[config.mk]
export PLATFORM = sky130hd
export DESIGN_NAME = scoreboard_reg_file_flat
export DESIGN_NICKNAME = d
export VERILOG_FILES = /design/src/rtl/scoreboard_reg_file_if.sv /design/src/rtl/scoreboard_reg_file.sv /design/src/flat_wrapper.sv
export SDC_FILE = /design/constraint.sdc
export NUM_CORES = 2
export LEC_CHECK = 0
export CELL_PAD_IN_SITES_DETAIL_PLACEMENT = 0
export CELL_PAD_IN_SITES_GLOBAL_PLACEMENT = 1
export CORE_ASPECT_RATIO = 1.5
export CORE_MARGIN = 2
export CORE_UTILIZATION = 45
export DETAILED_ROUTE_END_ITERATION = 8
export GPL_ROUTABILITY_DRIVEN = 0
export HOLD_SLACK_MARGIN = 0.03
export PLACE_DENSITY_LB_ADDON = 0.08
export SLEW_MARGIN = 20
export SYNTH_ARGS = -nofsm -noshare
export SYNTH_HDL_FRONTEND = slang
export SYNTH_SLANG_ARGS = --single-unit
[constraint.sdc]
create_clock -name clk_in -period 17.6 [get_ports clk_in]
set_input_delay 3.52 -clock clk_in [delete_from_list [all_inputs] [get_ports clk_in]]
set_output_delay 3.52 -clock clk_in [all_outputs]
set_load 0.1 [all_outputs]
[src/rtl/scoreboard_reg_file_if.sv]
// Register-file/scoreboard bus: read ports, issue, writeback and flush toward the file; data, busy and count back.
// The master drives the requests and the slave (the register file) returns combinational read results.
interface scoreboard_reg_file_if #(
   parameter int DATA_WIDTH = 64,
   parameter int ADDR_W     = 5,
   parameter int READ_PORTS = 2
);
   logic [READ_PORTS-1:0][ADDR_W-1:0]     rs_in;
   logic [READ_PORTS-1:0][DATA_WIDTH-1:0] regData_out;
   logic [READ_PORTS-1:0]                 rsBusy_out;
   logic                                  issue_ctrl;
   logic [ADDR_W-1:0]                     issue_rd_in;
   logic                                  regWrite_ctrl;
   logic [ADDR_W-1:0]                     rd_in;
   logic [DATA_WIDTH-1:0]                 writeData_in;
   logic                                  flush_ctrl;
   logic [ADDR_W:0]                       busyCount_out;

   modport master (
      output rs_in, issue_ctrl, issue_rd_in, regWrite_ctrl, rd_in, writeData_in, flush_ctrl,
      input  regData_out, rsBusy_out, busyCount_out
   );

   modport slave (
      input  rs_in, issue_ctrl, issue_rd_in, regWrite_ctrl, rd_in, writeData_in, flush_ctrl,
      output regData_out, rsBusy_out, busyCount_out
   );
endinterface

[src/rtl/scoreboard_reg_file.sv]
// Register file with per-register pending-write scoreboard; reads are zero-latency, updates land on the next edge.
// No backpressure: every issue, writeback and flush is accepted in the cycle it is presented.
module scoreboard_reg_file #(
   parameter int DATA_WIDTH_POW = 6,
   parameter int DATA_WIDTH     = 1 << DATA_WIDTH_POW,
   parameter int GEN_REG_COUNT  = 32,
   parameter int READ_PORTS     = 2,
   parameter int BYPASS_EN      = 1
) (
   input  logic                 clk_in,
   input  logic                 reset,
   scoreboard_reg_file_if.slave bus
);
   localparam int ADDR_W = $clog2(GEN_REG_COUNT);

   logic [DATA_WIDTH-1:0]    regs_q [GEN_REG_COUNT];
   logic [GEN_REG_COUNT-1:0] busy_q;
   logic [GEN_REG_COUNT-1:0] busy_nxt;
   logic                     wb_vld;
   logic [ADDR_W:0]          busy_cnt;

   // x0 is hardwired: writebacks to it are dropped entirely
   assign wb_vld = bus.regWrite_ctrl && (bus.rd_in != '0);

   // Writeback clears before issue sets so a same-cycle issue to the same register wins; flush beats both
   always_comb begin
      busy_nxt = busy_q;
      if (wb_vld) begin
         busy_nxt[bus.rd_in] = 1'b0;
      end
      if (bus.issue_ctrl) begin
         busy_nxt[bus.issue_rd_in] = 1'b1;
      end
      busy_nxt[0] = 1'b0;
      if (bus.flush_ctrl) begin
         busy_nxt = '0;
      end
   end

   always_ff @(posedge clk_in) begin
      if (reset) begin
         for (int i = 0; i < GEN_REG_COUNT; i++) begin
            regs_q[i] <= '0;
         end
         busy_q <= '0;
      end else begin
         if (wb_vld) begin
            regs_q[bus.rd_in] <= bus.writeData_in;
         end
         busy_q <= busy_nxt;
      end
   end

   always_comb begin
      for (int p = 0; p < READ_PORTS; p++) begin
         bus.regData_out[p] = regs_q[bus.rs_in[p]];
         bus.rsBusy_out[p]  = busy_q[bus.rs_in[p]];
         if ((BYPASS_EN != 0) && wb_vld && (bus.rs_in[p] == bus.rd_in)) begin
            bus.regData_out[p] = bus.writeData_in;
            bus.rsBusy_out[p]  = 1'b0;
         end
         if (bus.rs_in[p] == '0) begin
            bus.regData_out[p] = '0;
            bus.rsBusy_out[p]  = 1'b0;
         end
      end
   end

   always_comb begin
      busy_cnt = '0;
      for (int i = 0; i < GEN_REG_COUNT; i++) begin
         busy_cnt = busy_cnt + {{ADDR_W{1'b0}}, busy_q[i]};
      end
   end

   assign bus.busyCount_out = busy_cnt;
endmodule

[src/flat_wrapper.sv]
// flat-port wrapper written by rule: the top's interface ports become plain ports
module scoreboard_reg_file_flat 
#(
   parameter int DATA_WIDTH_POW = 6,
   parameter int DATA_WIDTH     = 1 << DATA_WIDTH_POW,
   parameter int GEN_REG_COUNT  = 32,
   parameter int READ_PORTS     = 2,
   parameter int BYPASS_EN      = 1
)
  (clk_in, reset, bus_rs_in, bus_issue_ctrl, bus_issue_rd_in, bus_regWrite_ctrl, bus_rd_in, bus_writeData_in, bus_flush_ctrl, bus_regData_out, bus_rsBusy_out, bus_busyCount_out);
  scoreboard_reg_file_if #(.DATA_WIDTH(DATA_WIDTH), .READ_PORTS(READ_PORTS)) bus_i ();
  input  logic clk_in;
  input  logic reset;
  input wire logic [$bits(bus_i.rs_in)-1:0] bus_rs_in;
  input wire logic [$bits(bus_i.issue_ctrl)-1:0] bus_issue_ctrl;
  input wire logic [$bits(bus_i.issue_rd_in)-1:0] bus_issue_rd_in;
  input wire logic [$bits(bus_i.regWrite_ctrl)-1:0] bus_regWrite_ctrl;
  input wire logic [$bits(bus_i.rd_in)-1:0] bus_rd_in;
  input wire logic [$bits(bus_i.writeData_in)-1:0] bus_writeData_in;
  input wire logic [$bits(bus_i.flush_ctrl)-1:0] bus_flush_ctrl;
  output wire logic [$bits(bus_i.regData_out)-1:0] bus_regData_out;
  output wire logic [$bits(bus_i.rsBusy_out)-1:0] bus_rsBusy_out;
  output wire logic [$bits(bus_i.busyCount_out)-1:0] bus_busyCount_out;
  assign bus_i.rs_in = bus_rs_in;
  assign bus_i.issue_ctrl = bus_issue_ctrl;
  assign bus_i.issue_rd_in = bus_issue_rd_in;
  assign bus_i.regWrite_ctrl = bus_regWrite_ctrl;
  assign bus_i.rd_in = bus_rd_in;
  assign bus_i.writeData_in = bus_writeData_in;
  assign bus_i.flush_ctrl = bus_flush_ctrl;
  assign bus_regData_out = bus_i.regData_out;
  assign bus_rsBusy_out = bus_i.rsBusy_out;
  assign bus_busyCount_out = bus_i.busyCount_out;
  scoreboard_reg_file #(.DATA_WIDTH_POW(DATA_WIDTH_POW), .DATA_WIDTH(DATA_WIDTH), .GEN_REG_COUNT(GEN_REG_COUNT), .READ_PORTS(READ_PORTS), .BYPASS_EN(BYPASS_EN)) u_core (.clk_in(clk_in), .reset(reset), .bus(bus_i));
endmodule
======== Word-level counts from Yosys, hierarchy flattened ========
Memories as Yosys holds them, arrays and structs flattened.
Index checks and enable logic that the tools add are counted.
word-level totals
  flip-flop bits (word level) ............. 32
  latch bits .............................. 0
  RAM bits ................................ 2048
  memory bits (read-only) ................. 0
  input port bits ......................... 89
  output and inout bits ................... 136
  memories ................................ 1
memory list
  memory         words  bits a word  rd ports  clocked after Yosys merged registers in  write ports  line                       RTL
  u_core.regs_q  32     64           2         0                                        32           scoreboard_reg_file.sv:16  logic [DATA_WIDTH-1:0] regs_q [GEN_REG_COUNT];
cells by class
  add/subtract/negate cells ............... 31
  multipliers ............................. 0
  divide/modulo/power cells ............... 0
  $lt $le $gt $ge ......................... 6
  eq/ne operators ......................... 2
  shift-type cells ........................ 0
  mux-type cells .......................... 26
  bitwise logic cells ..................... 3
  reduce and logical (&&, ||, !) cells .... 10
operators with widths
  cell                                                                                  number
  64-bit 2-to-1 mux                                                                     5
  6-bit by 1-bit adder with 6-bit output                                                30
  32-bit 2-to-1 mux                                                                     2
  64-bit OR reduction                                                                   1
  32-bit AND                                                                            1
  32-bit inverter                                                                       1
  32-bit OR                                                                             1
  5-bit by 6-bit < comparator with 1-bit output (second input constant)                 4
  1-bit 2-to-1 mux                                                                      14
  1-bit binary-select mux with 5-bit select                                             2
  1-bit demux with 5-bit select                                                         2
  5-bit == test                                                                         2
  5-bit by 1-bit greater-or-equal comparator with 1-bit output (second input constant)  2
  5-bit zero test                                                                       2
  1-bit logical AND                                                                     5
  5-bit 2-to-1 mux                                                                      1
  5-bit nonzero test                                                                    1
  1-bit by 1-bit adder with 2-bit output                                                1
  2-bit OR reduction                                                                    1

======== Logic depth before layout (Yosys ltp) ========
  depth after elaboration ................. 31
  depth in mapped cells ................... 17

======== Least setup slack after synthesis ========
Ideal clock, no wire load.
  path type ............................... input to output
  start point ............................. in bus_rs_in[1]
  end point ............................... out bus_regData_out[62]
  data arrival time ....................... 7015 ps
  setup slack ............................. 7065 ps
  stages on the path ...................... 9
  cells stage by stage .................... buf_2 > buf_4 > buf_2 > buf_2 > mux4_2 > mux2i_1 > nor2_1 > nor4_1 > a211oi_1
on the way
  word-level cells in the longest chain between the ends .. 4
  elaborated cells between the ends (all ways) .. 6
  classes of those cells .................. 1 x eq/ne; 2 x mux; 2 x reduce/logical; 1 x memory
ends and longest elaborated chain
  what                                                        line                       RTL
  start, declared                                             flat_wrapper.sv:14         input wire logic [$bits(bus_i.rs_in)-1:0] bus_rs_in;
  branches (longest 3 deep; another with memory 32 x 64 bit)  -
  64-bit 2-to-1 mux (*)                                       scoreboard_reg_file.sv:62  if (bus.rs_in[p] == '0) begin
  end, declared                                               flat_wrapper.sv:21         output wire logic [$bits(bus_i.regData_out)-1:0] bus_regData_out;
Mark *: on every way between the ends.

======== Worst setup path after layout ========
  start point ............................. in bus_rd_in[3]
  end point ............................... out bus_regData_out[125]
on the way
  word-level cells in the longest chain between the ends .. 5
  elaborated cells between the ends (all ways) .. 6
  classes of those cells .................. 1 x eq/ne; 2 x mux; 3 x reduce/logical
ends and longest elaborated chain
  what                   line                       RTL
  start, declared        flat_wrapper.sv:18         input wire logic [$bits(bus_i.rd_in)-1:0] bus_rd_in;
  5-bit nonzero test     scoreboard_reg_file.sv:23  assign wb_vld = bus.regWrite_ctrl && (bus.rd_in != '0);
  1-bit logical AND      scoreboard_reg_file.sv:23
  1-bit logical AND (*)  scoreboard_reg_file.sv:58  if ((BYPASS_EN != 0) && wb_vld && (bus.rs_in[p] == bus.rd_in)) begin
  64-bit 2-to-1 mux (*)  scoreboard_reg_file.sv:58
  64-bit 2-to-1 mux (*)  scoreboard_reg_file.sv:62
Every way passes the cells marked *; elsewhere a longest branch is shown, timed or not.

==> flow_metrics.py <==
metrics = {
    "cts": {
        "htree_levels": 4,
        "cts_hold_buf": 0,
        "clock-sinks": 2079,
        "cts.root.buffer_cell": "sky130_fd_sc_hd__clkbuf_16",
        "postCtsResizedCells": 0,
        "cts_buffers": 218,
        "worst_skew_pair.late_latency_ps": 870,
        "postcts_setup_bufs": 0,
        "clkTransAtPathRegs_ps": 60,
        "cts-root-to-sink-buffers": 4,
        "cts_tree": "yes",
    },
    "critical_path": {
        "crit_path_cell_trace": "clkdlybuf4s50_1, or3_1, o2111ai_2, o21ai_4, buf_4, buf_4, nor3b_1, a211o_1, clkdlybuf4s50_1",
        "path_max_fanout": 35,
        "startpoint_type": "input pin",
        "critPathBufInv": 4,
        "setup.worst_path.class": "in2out",
        "worst_ep_required_time_ps": 14080,
        "worst_path_dominant_cell_family": "buffers and inverters",
        "worstPathArrival_ps": 9310,
        "critical_path.endpoint_type": "primary output",
        "crit_path_top_delay_cell": "sky130_fd_sc_hd__clkdlybuf4s50_1",
        "max_stage_delay_ps": 1030,
    },
    "finish": {
        "multi_input_area_sq_um": 46600,
        "synth_to_layout_area_growth_pct": 10.7,
        "seqCellArea_sq_um": 62100,
        "fillCellCount": 21100,
        "final_design_area_no_fill_sq_um": 124000,
        "finalNetCount": 7743,
        "layout-drive-gt1-share": 0.210,
    },
    "logic_synthesis": {
        "synth_warnings": 0,
        "post_synth.cell_area_avg_sq_um": 14.5,
        "count_of_flip_flops_with_a_built_in_enable_after_synthesis": 2048,
        "synth.area.top_cells": "sky130_fd_sc_hd__edfxtp_1 55%, sky130_fd_sc_hd__mux4_2 17%, sky130_fd_sc_hd__and2_1 11%, sky130_fd_sc_hd__mux2i_1 2.8%, sky130_fd_sc_hd__clkbuf_1 1.9%",
        "gate_count_post_synth": 7715,
        "netlist_area_sq_um": 112000,
        "dominantRegCellSynth": "sky130_fd_sc_hd__edfxtp_1",
        "synth_top_area_share": 0.550,
        "synth.ff_latch_count": 2079,
        "synth-seq-area-share": 0.556,
        "post_synth_arst_share": 0,
        "synth_top_cell_by_area": "sky130_fd_sc_hd__edfxtp_1",
        "yosysUniqueCellTypes": 67,
    },
    "pwr": {
        "power_switching_share": 0.285,
        "pwr-share-clk": 0.365,
        "p_seq_frac": 0.474,
        "power.static_leakage_nw": 42.2,
        "worst_ir_drop_vdd_v": 0.0000877,
        "p_int_mw": 8.83,
        "combinational_cell_fraction_of_total_power": 0.161,
        "total_switching_power_mw": 3.52,
        "power-per-cell-area_nw_per_um2": 99.8,
    },
    "sta": {
        "transition_time_of_the_tightest_slew_check_pin_ps": 1230,
        "min_period_ps": 12830,
        "min_period_over_period": 0.729,
        "drv_slew": 0,
        "rsz0062_at_grt": "false",
        "worst_clock_skew_ps": 0,
        "slew-limit-headroom": 0.181,
        "fin_tns_setup_ps": 0,
        "peak_freq_mhz": 77.9,
        "final_hold_viol_count": 0,
        "setup_violations": 0,
    },
    "worst_hold_path": {
        "min_path_type": "reg2reg",
    },
    "place": {
        "dpl-instance-area_sq_um": 117000,
        "hpwlAfterDp_um": 264000,
        "portBuffers": 224,
    },
    "route": {
        "vias_per_cell": 6.84,
        "post-route-drc-count": 0,
        "drt_pre_antenna_iters": 6,
        "first_iter_violations": 10400,
        "drt-wirelength-per-cell_um": 42.4,
        "via_count": 75900,
        "drtAntennaViolNets": 0,
        "drt_wl_total_um": 470000,
    },
    "run": {
        "max_cap_violations": 0,
    },
    "global_routing": {
        "grt_pass1_vias": 77000,
        "pin_count_of_the_biggest_net_entering_global_routing": 112,
        "grt_use_total": 0.369,
        "antenna_found_initial": 65,
        "first_pass_grt_wire_length_um": 637000,
        "globalRouteOverflowTotal": 0,
    },
    "status": {
        "run_status": "completed",
    },
    "floorplan": {
        "initial_utilization": 0.452,
        "die_width_um": 411,
        "design.die.area_sq_um": 252000,
        "core_area_sq_um": 247000,
        "num_rows": 224,
        "floorplan.io_pins": 225,
        "chipHeight_um": 614,
    },
}
## cell type report
cell class                      count  area share
Clock inverter                    106     0.00675
Inverter                           58     0.00184
Antenna cell                       35    0.000708
Multi-Input combinational cell   4805       0.377
Timing Repair Buffer              462      0.0321
Sequential cell                  2079       0.502
Clock buffer                      273      0.0463
Tap cell                         3277      0.0331
## tightest hold or removal path, delay by kind of cell, from the launching register on
family          cells  cell delay, ps
flops               1             330
compound gates      2             140
## power by group through the flow
stage | registers, mW | clock network [mW] | logic (mW)
2_1_floorplan | 5.92 | 0 | 1.26
3_3_place_gp | 5.93 | 0 | 1.96
3_5_place_dp | 5.95 | 0 | 1.96
4_1_cts | 5.85 | 4.54 | 1.96
5_1_grt | 5.88 | 4.70 | 2.02
6_report | 5.86 | 4.51 | 1.99
## Yosys cell counts, types with 15 or more instances
cell / n
sky130_fd_sc_hd__edfxtp_1: 2048
sky130_fd_sc_hd__and2_1: 1992
sky130_fd_sc_hd__mux4_2: 840
sky130_fd_sc_hd__clkbuf_1: 579
sky130_fd_sc_hd__mux2i_1: 313
sky130_fd_sc_hd__o22ai_1: 192
sky130_fd_sc_hd__buf_2: 161
sky130_fd_sc_hd__nor2_1: 158
sky130_fd_sc_hd__o21ai_0: 120
sky130_fd_sc_hd__mux2_2: 117
sky130_fd_sc_hd__nand2_1: 100
sky130_fd_sc_hd__a221oi_1: 99
sky130_fd_sc_hd__o211ai_1: 96
sky130_fd_sc_hd__nand3_1: 90
sky130_fd_sc_hd__a22oi_1: 88
sky130_fd_sc_hd__nor3_1: 60
sky130_fd_sc_hd__inv_1: 57
sky130_fd_sc_hd__a21oi_1: 56
sky130_fd_sc_hd__buf_4: 52
sky130_fd_sc_hd__a22o_1: 51
sky130_fd_sc_hd__o221ai_1: 51
sky130_fd_sc_hd__a32o_1: 49
sky130_fd_sc_hd__dfxtp_1: 31
sky130_fd_sc_hd__nor2b_1: 26
sky130_fd_sc_hd__buf_1: 24
sky130_fd_sc_hd__fa_1: 23
sky130_fd_sc_hd__a31oi_1: 22
sky130_fd_sc_hd__nand2b_1: 22
sky130_fd_sc_hd__o21bai_1: 22
sky130_fd_sc_hd__a211oi_1: 16
sky130_fd_sc_hd__buf_6: 16
sky130_fd_sc_hd__nor3b_1: 15
## cell families after synthesis
kind of cell,Yosys count,share of synthesized area
simple gates,2523,0.134
flops,2079,0.556
mux,1280,0.211
compound gates,895,0.0574
buf+inv,894,0.0349
fa+ha+maj,30,0.00490
xor+xnor,13,0.00102
other cells,1,0.0000336
## sequential cells by signal, summed over array words and instances (netlist names)
name and flops:
u_core.busy_q 31, u_core.regs_q 2048
## per-layer routing
metal  track usage  up-vias  share of wire
li1              -    29400              -
met1         0.440    39800           0.34
met2         0.614     5192           0.49
met3        0.0630     1434          0.092
met4         0.242        8          0.073
met5       0.00728        -        0.00063
## worst paths after layout
| check | start | to | slack (ps) | cells past startpoint |
|---|---|---|---|---|
| worst max-delay path | bus_rd_in[3] | bus_regData_out[125] | 4770 | 9 |
| worst min-delay path | u_core.busy_q[25] | u_core.busy_q[25] | 520 | 2 |
| worst max register to register | u_core.busy_q[3] | u_core.busy_q[3] | 16700 | 2 |
| worst min register to register | u_core.busy_q[25] | u_core.busy_q[25] | 520 | 2 |
## cells in the final DEF, fill, tap and decap left out, drive strengths merged, types with 16 or more instances in the layout
cell type	instances
mux2i	313
nand3	90
nand2b	22
nor2	174
and2	1992
a21oi	56
a211oi	16
inv	60
clkbuf	275
conb	64
mux2	117
o21ai	123
diode	35
clkinv	88
a31oi	22
o21bai	22
buf	293
fa	23
clkdlybuf4s50	167
edfxtp	2048
a22o	51
a221oi	99
nor3	60
nor2b	26
o221ai	51
a32o	49
nand2	100
o211ai	96
mux4	850
o22ai	192
dfxtp	31
a22oi	88
## per-stage QoR
stage / cells / util / hold slack, ps / total power [mW] / worst slack [ps]
floorplan: 7778 / - / 473 / 7.17 / 7060
global placement: 10700 / 0.473 / 496 / 7.89 / 4780
detailed placement: 10700 / 0.473 / 501 / 7.91 / 4780
CTS: 11100 / 0.500 / 514 / 12.4 / 4770
global route: 11100 / 0.500 / 547 / 12.6 / 4720
finish: 11100 / 0.500 / 515 / 12.3 / 4770
No activity file was read; power rests on OpenSTA's default activity.
